[config.mk]
export PLATFORM = sky130hd
export DESIGN_NAME = mem_rr_arbiter
export DESIGN_NICKNAME = d
export VERILOG_FILES = /design/src/rtl/mem_arb_pkg.sv /design/src/rtl/mem_rr_arbiter_pick.sv /design/src/rtl/mem_rr_arbiter.sv
export SDC_FILE = /design/constraint.sdc
export NUM_CORES = 1
export LEC_CHECK = 0
export ABC_CLOCK_PERIOD_IN_PS = 2300
export BUFFER_PORTS_ARGS = -buffer_cell sky130_fd_sc_hd__buf_2
export CORE_AREA = 2 2 202 204
export CTS_BUF_LIST = sky130_fd_sc_hd__clkbuf_4
export DETAILED_ROUTE_END_ITERATION = 7
export DIE_AREA = 0 0 204 206
export PLACE_DENSITY = 0.59
export SKIP_LAST_GASP = 1
export SYNTH_ARGS = -nofsm -noshare
export SYNTH_HDL_FRONTEND = slang
export SYNTH_SLANG_ARGS = --single-unit
[constraint.sdc]
create_clock -name clk -period 2.3 [get_ports clk]
set_clock_uncertainty 0.1 [all_clocks]
set_input_delay 0 -clock clk [delete_from_list [all_inputs] [get_ports clk]]
set_output_delay 0 -clock clk [all_outputs]
set_load 0.01 [all_outputs]
[src/rtl/mem_arb_pkg.sv]
// mem_arb_pkg: state encoding and watchdog sizing shared by the round-robin memory arbiter
package mem_arb_pkg;
  typedef enum logic [1:0] {ST_IDLE = 2'd0, ST_ISSUE = 2'd1, ST_RESP = 2'd2} state_t;
  function automatic int wd_bits(input int timeout);
    return (timeout > 0) ? $clog2(timeout + 1) : 1;
  endfunction
endpackage

[src/rtl/mem_rr_arbiter_pick.sv]
// rr_priority_pick: rotating priority encoder; req/ptr in, any/winner = first set req at or after ptr
module rr_priority_pick #(
  parameter int N_PORTS   = 4,
  parameter int PORT_BITS = (N_PORTS > 1) ? $clog2(N_PORTS) : 1
) (
  input  logic [N_PORTS-1:0]   req,
  input  logic [PORT_BITS-1:0] ptr,
  output logic                 any,
  output logic [PORT_BITS-1:0] winner
);
  logic [PORT_BITS-1:0] idx;
  always_comb begin
    any = |req;
    winner = '0;
    idx = '0;
    for (int i = N_PORTS - 1; i >= 0; i--) begin
      idx = PORT_BITS'((int'(ptr) + i) % N_PORTS);
      winner = req[idx] ? idx : winner;
    end
  end
endmodule

[src/rtl/mem_rr_arbiter.sv]
// mem_rr_arbiter: round-robin share of one valid/ready bus; up_* per-core side, dn_* downstream port, grant_id owner, bus_err timeout pulse
module mem_rr_arbiter
  import mem_arb_pkg::*;
#(
  parameter int N_PORTS   = 4,
  parameter int PORT_BITS = (N_PORTS > 1) ? $clog2(N_PORTS) : 1,
  parameter int TIMEOUT   = 255
) (
  input  logic                   clk,
  input  logic                   resetn,
  input  logic [N_PORTS-1:0]     up_valid,
  input  logic [32*N_PORTS-1:0]  up_addr,
  input  logic [32*N_PORTS-1:0]  up_wdata,
  input  logic [4*N_PORTS-1:0]   up_wstrb,
  output logic [N_PORTS-1:0]     up_ready,
  output logic [32*N_PORTS-1:0]  up_rdata,
  output logic                   dn_valid,
  output logic [31:0]            dn_addr,
  output logic [31:0]            dn_wdata,
  output logic [3:0]             dn_wstrb,
  input  logic                   dn_ready,
  input  logic [31:0]            dn_rdata,
  output logic [PORT_BITS-1:0]   grant_id,
  output logic                   bus_err
);
  localparam int WD_BITS = wd_bits(TIMEOUT);
  state_t state;
  logic [PORT_BITS-1:0] ptr, winner;
  logic any, wd_expired;
  logic [WD_BITS-1:0] wd;
  logic [31:0] addr_a [N_PORTS];
  logic [31:0] wdata_a [N_PORTS];
  logic [3:0] wstrb_a [N_PORTS];
  logic [31:0] rdata_q [N_PORTS];
  for (genvar k = 0; k < N_PORTS; k++) begin : g_lane
    assign addr_a[k] = up_addr[32*k +: 32];
    assign wdata_a[k] = up_wdata[32*k +: 32];
    assign wstrb_a[k] = up_wstrb[4*k +: 4];
    assign up_rdata[32*k +: 32] = rdata_q[k];
  end
  rr_priority_pick #(.N_PORTS(N_PORTS), .PORT_BITS(PORT_BITS)) u_pick (
    .req(up_valid),
    .ptr(ptr),
    .any(any),
    .winner(winner)
  );
  // dn_ready in the final cycle beats the watchdog
  assign wd_expired = (TIMEOUT != 0) && !dn_ready && (wd == WD_BITS'(TIMEOUT - 1));
  always_ff @(posedge clk or negedge resetn)
    if (!resetn) begin
      state <= ST_IDLE;
      ptr <= '0;
      grant_id <= '0;
      wd <= '0;
      dn_valid <= 1'b0;
      dn_addr <= '0;
      dn_wdata <= '0;
      dn_wstrb <= '0;
      up_ready <= '0;
      bus_err <= 1'b0;
      rdata_q <= '{default: '0};
    end else begin
      up_ready <= '0;
      bus_err <= 1'b0;
      case (state)
        ST_IDLE:
          if (any) begin
            state <= ST_ISSUE;
            dn_valid <= 1'b1;
            grant_id <= winner;
            ptr <= (winner == PORT_BITS'(N_PORTS - 1)) ? '0 : winner + 1'b1;
            dn_addr <= addr_a[winner];
            dn_wdata <= wdata_a[winner];
            dn_wstrb <= wstrb_a[winner];
          end
        ST_ISSUE:
          if (dn_ready || wd_expired) begin
            state <= ST_RESP;
            dn_valid <= 1'b0;
            wd <= '0;
            up_ready <= N_PORTS'(1) << grant_id;
            bus_err <= !dn_ready;
            rdata_q[grant_id] <= dn_ready ? dn_rdata : '0;
          end else
            wd <= wd + 1'b1;
        default: state <= ST_IDLE;
      endcase
    end
endmodule

==> PnR_summary.wiki, run 1 <==
{| class="wikitable"
! Metric !! Value
|-
| Hold buffer count at cts || 378
|-
| TritonCTS Buffers || 58
|-
| Average footprint of a synthesized cell || 12.52 um^2
|-
| Setup Fix Bufs, Post-CTS || 0
|-
| Synth Area in Adders || 0.2579%
|-
| Proportion of synthesized area in mux cells || 14.26%
|-
| Yosys warning total || 0
|-
| Async S/R FF share, synth || 100.0%
|-
| Area fraction in compound gates after synthesis || 19.49%
|-
| CTS H-tree lvls || 2
|-
| Most frequently used flop master after synthesis || sky130_fd_sc_hd__dfrtp_1
|-
| Main combinational cell family by area after synthesis || compound AO/OA/AOI/OAI gates
|-
| Number of cells upsized or downsized after cts || 0
|-
| Initial cell density of the core || 24.15%
|-
| Post-synthesis cell area || 0.009704 mm^2
|-
| Site Rows || 74
|-
| Synthesized-area fraction occupied by xor and xnor cells || 0.09025%
|-
| Io pins || 515
|-
| Fraction of the yosys area taken by sequential cells || 55.70%
|-
| Clk buf depth || 3
|-
| Stopping stage || clock tree synthesis
|-
| Placed wire-length estimate after detailed placement || 25,320 um
|-
| First error line in the log || [ERROR RSZ-0060] Max buffer count reached.
|-
| Die Ht || about 210 um
|-
| Final weighted congestion of routability-driven global placement || 0.8010
|-
| Clock Sink Count || 216
|-
| DIE WIDTH || a little over 200 um
|-
| Input/output buffers || 514
|-
| Number of standard cells after synthesis || 775
|-
| Synth Net Count || 1,088
|-
| EDFF count, synth || 0
|-
| Clock tree root driver cell || sky130_fd_sc_hd__clkbuf_4
|-
| Distinct cell type count of the synthesized netlist || 40
|-
| Synth Register Bits || ~220
|-
| Post-synthesis simple-gate area fraction || around 5.6%
|-
| Status || stopped before the end
|}
==> through the flow <==
stage               instance area, um^2  cells  utilization [%]  setup slack [ps]  hold WS (ps)
floorplan                          9704    775                -             493.3        -395.6
global placement                  12900   1783            32.11             97.78        -180.4
detailed placement                12900   1783            32.11             46.14        -175.1
==> Yosys cell counts (all sizes together) (2+ instances only) <==
master,number,area share (%)
nor3,5,0.26
buf,40,3.2
nand2b,2,0.13
o22ai,2,0.19
and2,3,0.19
and3,5,0.32
a22o,124,11
nor2,5,0.19
dfrtp,216,56
o21ai,11,0.57
a21oi,5,0.26
nor2b,4,0.26
nand2,87,3.7
a32o,4,0.41
mux2i,136,14
inv,8,0.31
o221ai,68,6.1
ha,2,0.26
mux2,2,0.23
clkbuf,29,1.1
nand3,5,0.26
==> cell families after synthesis <==
kind of cell    count (synthesis)
buf+inv                        77
flops                         216
compound gates                221
xor+xnor                        1
fa+ha+maj                       2
mux                           138
simple gates                  120
==> run 2: changes to the inputs <==
--- a/config.mk
+++ b/config.mk
@@ -7,11 +7,10 @@
 export LEC_CHECK = 0
 export ABC_CLOCK_PERIOD_IN_PS = 2300
 export BUFFER_PORTS_ARGS = -buffer_cell sky130_fd_sc_hd__buf_2
-export CORE_AREA = 2 2 202 204
-export CTS_BUF_LIST = sky130_fd_sc_hd__clkbuf_4
+export CORE_AREA = 2 2 224 226
 export DETAILED_ROUTE_END_ITERATION = 7
-export DIE_AREA = 0 0 204 206
-export PLACE_DENSITY = 0.59
+export DIE_AREA = 0 0 226 228
+export PLACE_DENSITY_LB_ADDON = 0.15
 export SKIP_LAST_GASP = 1
 export SYNTH_ARGS = -nofsm -noshare
 export SYNTH_HDL_FRONTEND = slang
==> PnR_summary.wiki, run 2 <==
{| class="wikitable"
! Metric !! Value
|-
| Status || complete, no violations
|-
| Wire length of the first global-routing pass || 63,710 um
|-
| DR pass1 iterations || 5
|-
| Number of cells upsized or downsized after cts || 0 (unchanged)
|-
| Count of final hold-check violations || 0
|-
| Register clock-pin slew on the reported worst setup and hold paths || 60 ps
|-
| Most numerous cell in the Yosys netlist || sky130_fd_sc_hd__dfrtp_1
|-
| Hold WS || approximately 43 ps
|-
| Main combinational cell family by area after synthesis || compound AO/OA/AOI/OAI gates
|-
| Cell types with the highest counts after synthesis || sky130_fd_sc_hd__dfrtp_1 (216), sky130_fd_sc_hd__mux2i_1 (136), sky130_fd_sc_hd__a22o_1 (124)
|-
| Origin of the worst setup path || wd[2]
|-
| Most frequently used flop master after synthesis || sky130_fd_sc_hd__dfrtp_1
|-
| Required @ worst endpoint || 2630 ps
|-
| Crit share post-route || 93.36%
|-
| Final wirelength || 41,970 um
|-
| Initial cell density of the core || 19.66% (-4.5 points)
|-
| Placeable core area || about 0.049 mm^2
|-
| Synth Area in Adders || 0.2579% (unchanged)
|-
| Static Leakage || 0.008860 uW
|-
| Share of layout cells above drive strength 1 || a little under two fifths
|-
| Worst r2r src || wd[2]
|-
| Worst Tran Pin Value || between 800 and 900 ps
|-
| Area fraction in compound gates after synthesis || 19.49% (unchanged)
|-
| Die Ht || 228 um (+11%)
|-
| Sw power || about 7300 uW
|-
| Drt initial violations || 489
|-
| Critical path start-end classification || register to register
|-
| Max FFs per register || 128
|-
| Routed length per instance || ~18 um
|-
| Worst max-slew margin expressed relative to the limit || 43.03%
|-
| Site Rows || 82 (+11%)
|-
| Worst-case register-to-register setup slack || 150 ps
|-
| Proportion of synthesized area in mux cells || 14.26% (unchanged)
|-
| Post-synthesis cell area || 0.009704 mm^2 (unchanged)
|-
| Maximum number of pins on one net before global-route repair || 73
|-
| Final critical delay including setup and external delays || 2147 ps
|-
| Placed wire-length estimate after detailed placement || 27,650 um (+9.2%)
|-
| Combinational fraction of design power || 44.1%
|-
| Setup crit start kind || register
|-
| Final weighted congestion of routability-driven global placement || 0.8212 (+2.5%)
|-
| Remaining routing DRC violations || 0
|-
| Power density of the placed cells || 1170 mW/mm^2
|-
| Endpoint of the most critical register-to-register path || up_rdata[0]
|-
| Fraction of power spent switching nets || 36.17%
|-
| Synthesized-area fraction occupied by xor and xnor cells || 0.09025% (unchanged)
|-
| WHS Path Cells || 6
|-
| CTS tree || yes
|-
| Maximum fanout along the worst path || 23
|-
| EDFF count, synth || 0 (unchanged)
|-
| GRT Util Overall || about 16%
|-
| Most common library cell in the layout ignoring fill and taps || sky130_fd_sc_hd__buf_2
|-
| HP Start || up_valid[2]
|-
| Register-to-Register Path Depth || 7
|-
| Clock Sink Count || 216 (unchanged)
|-
| Final setup violation count || 0
|-
| TritonCTS Buffers || 27 (-53%)
|-
| Synth Register Bits || 216 (unchanged)
|-
| Count of antenna-violating nets left after detailed routing || 0
|-
| Number of violations of the max-capacitance limit || 0
|-
| Synth Net Count || 1,088 (unchanged)
|-
| Capturing element type of the critical path || register
|-
| Worst IR Drop VDD || 0.4351 mV
|-
| Share of power burned in registers || 31.8%
|-
| Async S/R FF share, synth || 100.0% (unchanged)
|-
| Input/output buffers || 514 (unchanged)
|-
| Area growth from synthesis to final layout || 78.80%
|-
| Distinct cell type count of the synthesized netlist || 40 (unchanged)
|-
| Cell type with the largest total area after synthesis || sky130_fd_sc_hd__dfrtp_1
|-
| Biggest area contributors in the synthesized netlist || sky130_fd_sc_hd__dfrtp_1 (56%), sky130_fd_sc_hd__mux2i_1 (14%), sky130_fd_sc_hd__a22o_1 (11%)
|-
| CTS H-tree lvls || 1 (-1)
|-
| Number of standard cells after synthesis || 775 (unchanged)
|-
| Net total in the final layout || 1,916
|-
| Via count of the first global-routing pass || 10,930
|-
| Fraction of the yosys area taken by sequential cells || 55.70% (unchanged)
|-
| Area share of the largest cell type after synthesis || 55.70% (unchanged)
|-
| DIE WIDTH || 226 um (+11%)
|-
| Routed vias || about 10,000
|-
| Clk buf depth || 3 (unchanged)
|-
| Total negative slack || 0 ps
|-
| Arrival time of the worst setup path || 2480 ps
|-
| Worst min-delay path category || input port to register
|-
| Yosys warning total || 0 (unchanged)
|-
| Top library cells by usage in the layout, fill and taps aside || sky130_fd_sc_hd__buf_2 (513), sky130_fd_sc_hd__dlygate4sd3_1 (311), sky130_fd_sc_hd__dfrtp_1 (216)
|-
| Clock insertion delay at the later pin of the skew report || around 540 ps
|-
| Vias/cell || 4.392
|-
| Total Die Area || 0.05153 mm^2
|-
| Io pins || 515 (unchanged)
|-
| Max-slew violation total from the final report || 0
|-
| Max frequency || 465.7 MHz
|-
| RSZ-0062 raised after global routing || no
|-
| GRT overflow || 0
|-
| Post-synthesis simple-gate area fraction || 5.609% (unchanged)
|-
| Antenna violations before repair || 3
|-
| Worst Hold Endpoint || ptr[1]
|-
| Average footprint of a synthesized cell || 12.52 um^2 (unchanged)
|-
| Clock network power share || 24.0%
|-
| Clock tree root driver cell || sky130_fd_sc_hd__clkbuf_16
|-
| Design internal power || ~13,000 uW
|}
run 2: logic make-up after synthesis:
family	after synthesis
compound gates	221
flops	216
mux	138
simple gates	120
buf+inv	77
fa+ha+maj	2
xor+xnor	1
run 2: worst max-delay path, stage by stage (launching register included):
cell,delay (ps)
sky130_fd_sc_hd__dfrtp_1,420
sky130_fd_sc_hd__and4_4,280
sky130_fd_sc_hd__a41o_2,280
sky130_fd_sc_hd__and2_1,240
sky130_fd_sc_hd__buf_4,170
sky130_fd_sc_hd__nand2_4,40
sky130_fd_sc_hd__buf_4,240
sky130_fd_sc_hd__a22o_1,270
run 2: layout make-up:
type                    count  area [um^2]
repair buffers            868         6168
clock buffers              38        797.0
clock inverters            10        230.2
diodes                      2        5.005
multi-input cells         482         3875
well taps                 672        840.8
flip-flops and latches    216         5405
fillers                  4938        32000
inverters                   8        30.03
run 2: power groups by stage:
stage / clock network (uW) / logic (uW) / registers, uW
after global placement: 0 / 8490 / 6520
after global routing: 5220 / 9680 / 6680
after CTS: 5060 / 8990 / 6470
final: 4880 / 8960 / 6460
after floorplan: 0 / 4170 / 7220
after detailed placement: 0 / 8540 / 6490
run 2: how the worst max path moves through the flow:
stage          cells after the start  slack (ps)            to
2_1_floorplan                      8         490  up_rdata[35]
3_3_place_gp                       7         160  up_rdata[19]
3_5_place_dp                       7         150  up_rdata[12]
4_1_cts                            6          90   dn_wdata[3]
5_1_grt                            7          20  dn_wdata[30]
6_report                           7         150   up_rdata[0]
run 2: metal layers:
layer  routed length, um  global-route usage [%]  vias up
met4                1975                   7.512        2
met3                2035                   3.001      128
met1               16860                   18.58     4962
met2               21090                   27.55      356
li1                    -                       -     4635
met5                  11                       0        -
run 2: through the flow:
step	setup slack, ps	utilization [%]	power (uW)	cells	area (um^2)
2_1_floorplan	493.3	-	11380	775	9704
3_5_place_dp	150.9	26.67	15030	1931	13160
5_1_grt	21.17	35.16	21580	2296	17350
4_1_cts	94.13	35.06	20520	2290	17300
6_report	152.6	35.16	20300	2296	17350
3_3_place_gp	161.7	26.67	15010	1931	13160
run 2: what timing repair did:
| item | in CTS | in global routing |
|---|---|---|
| setup buffers | 0 | 4 |
| endpoints found under the hold margin | 425 | 0 |
| hold buffers | 311 | 0 |
| endpoints found under the setup margin | 0 | 1 |
No activity file was read; power rests on OpenSTA's default activity.
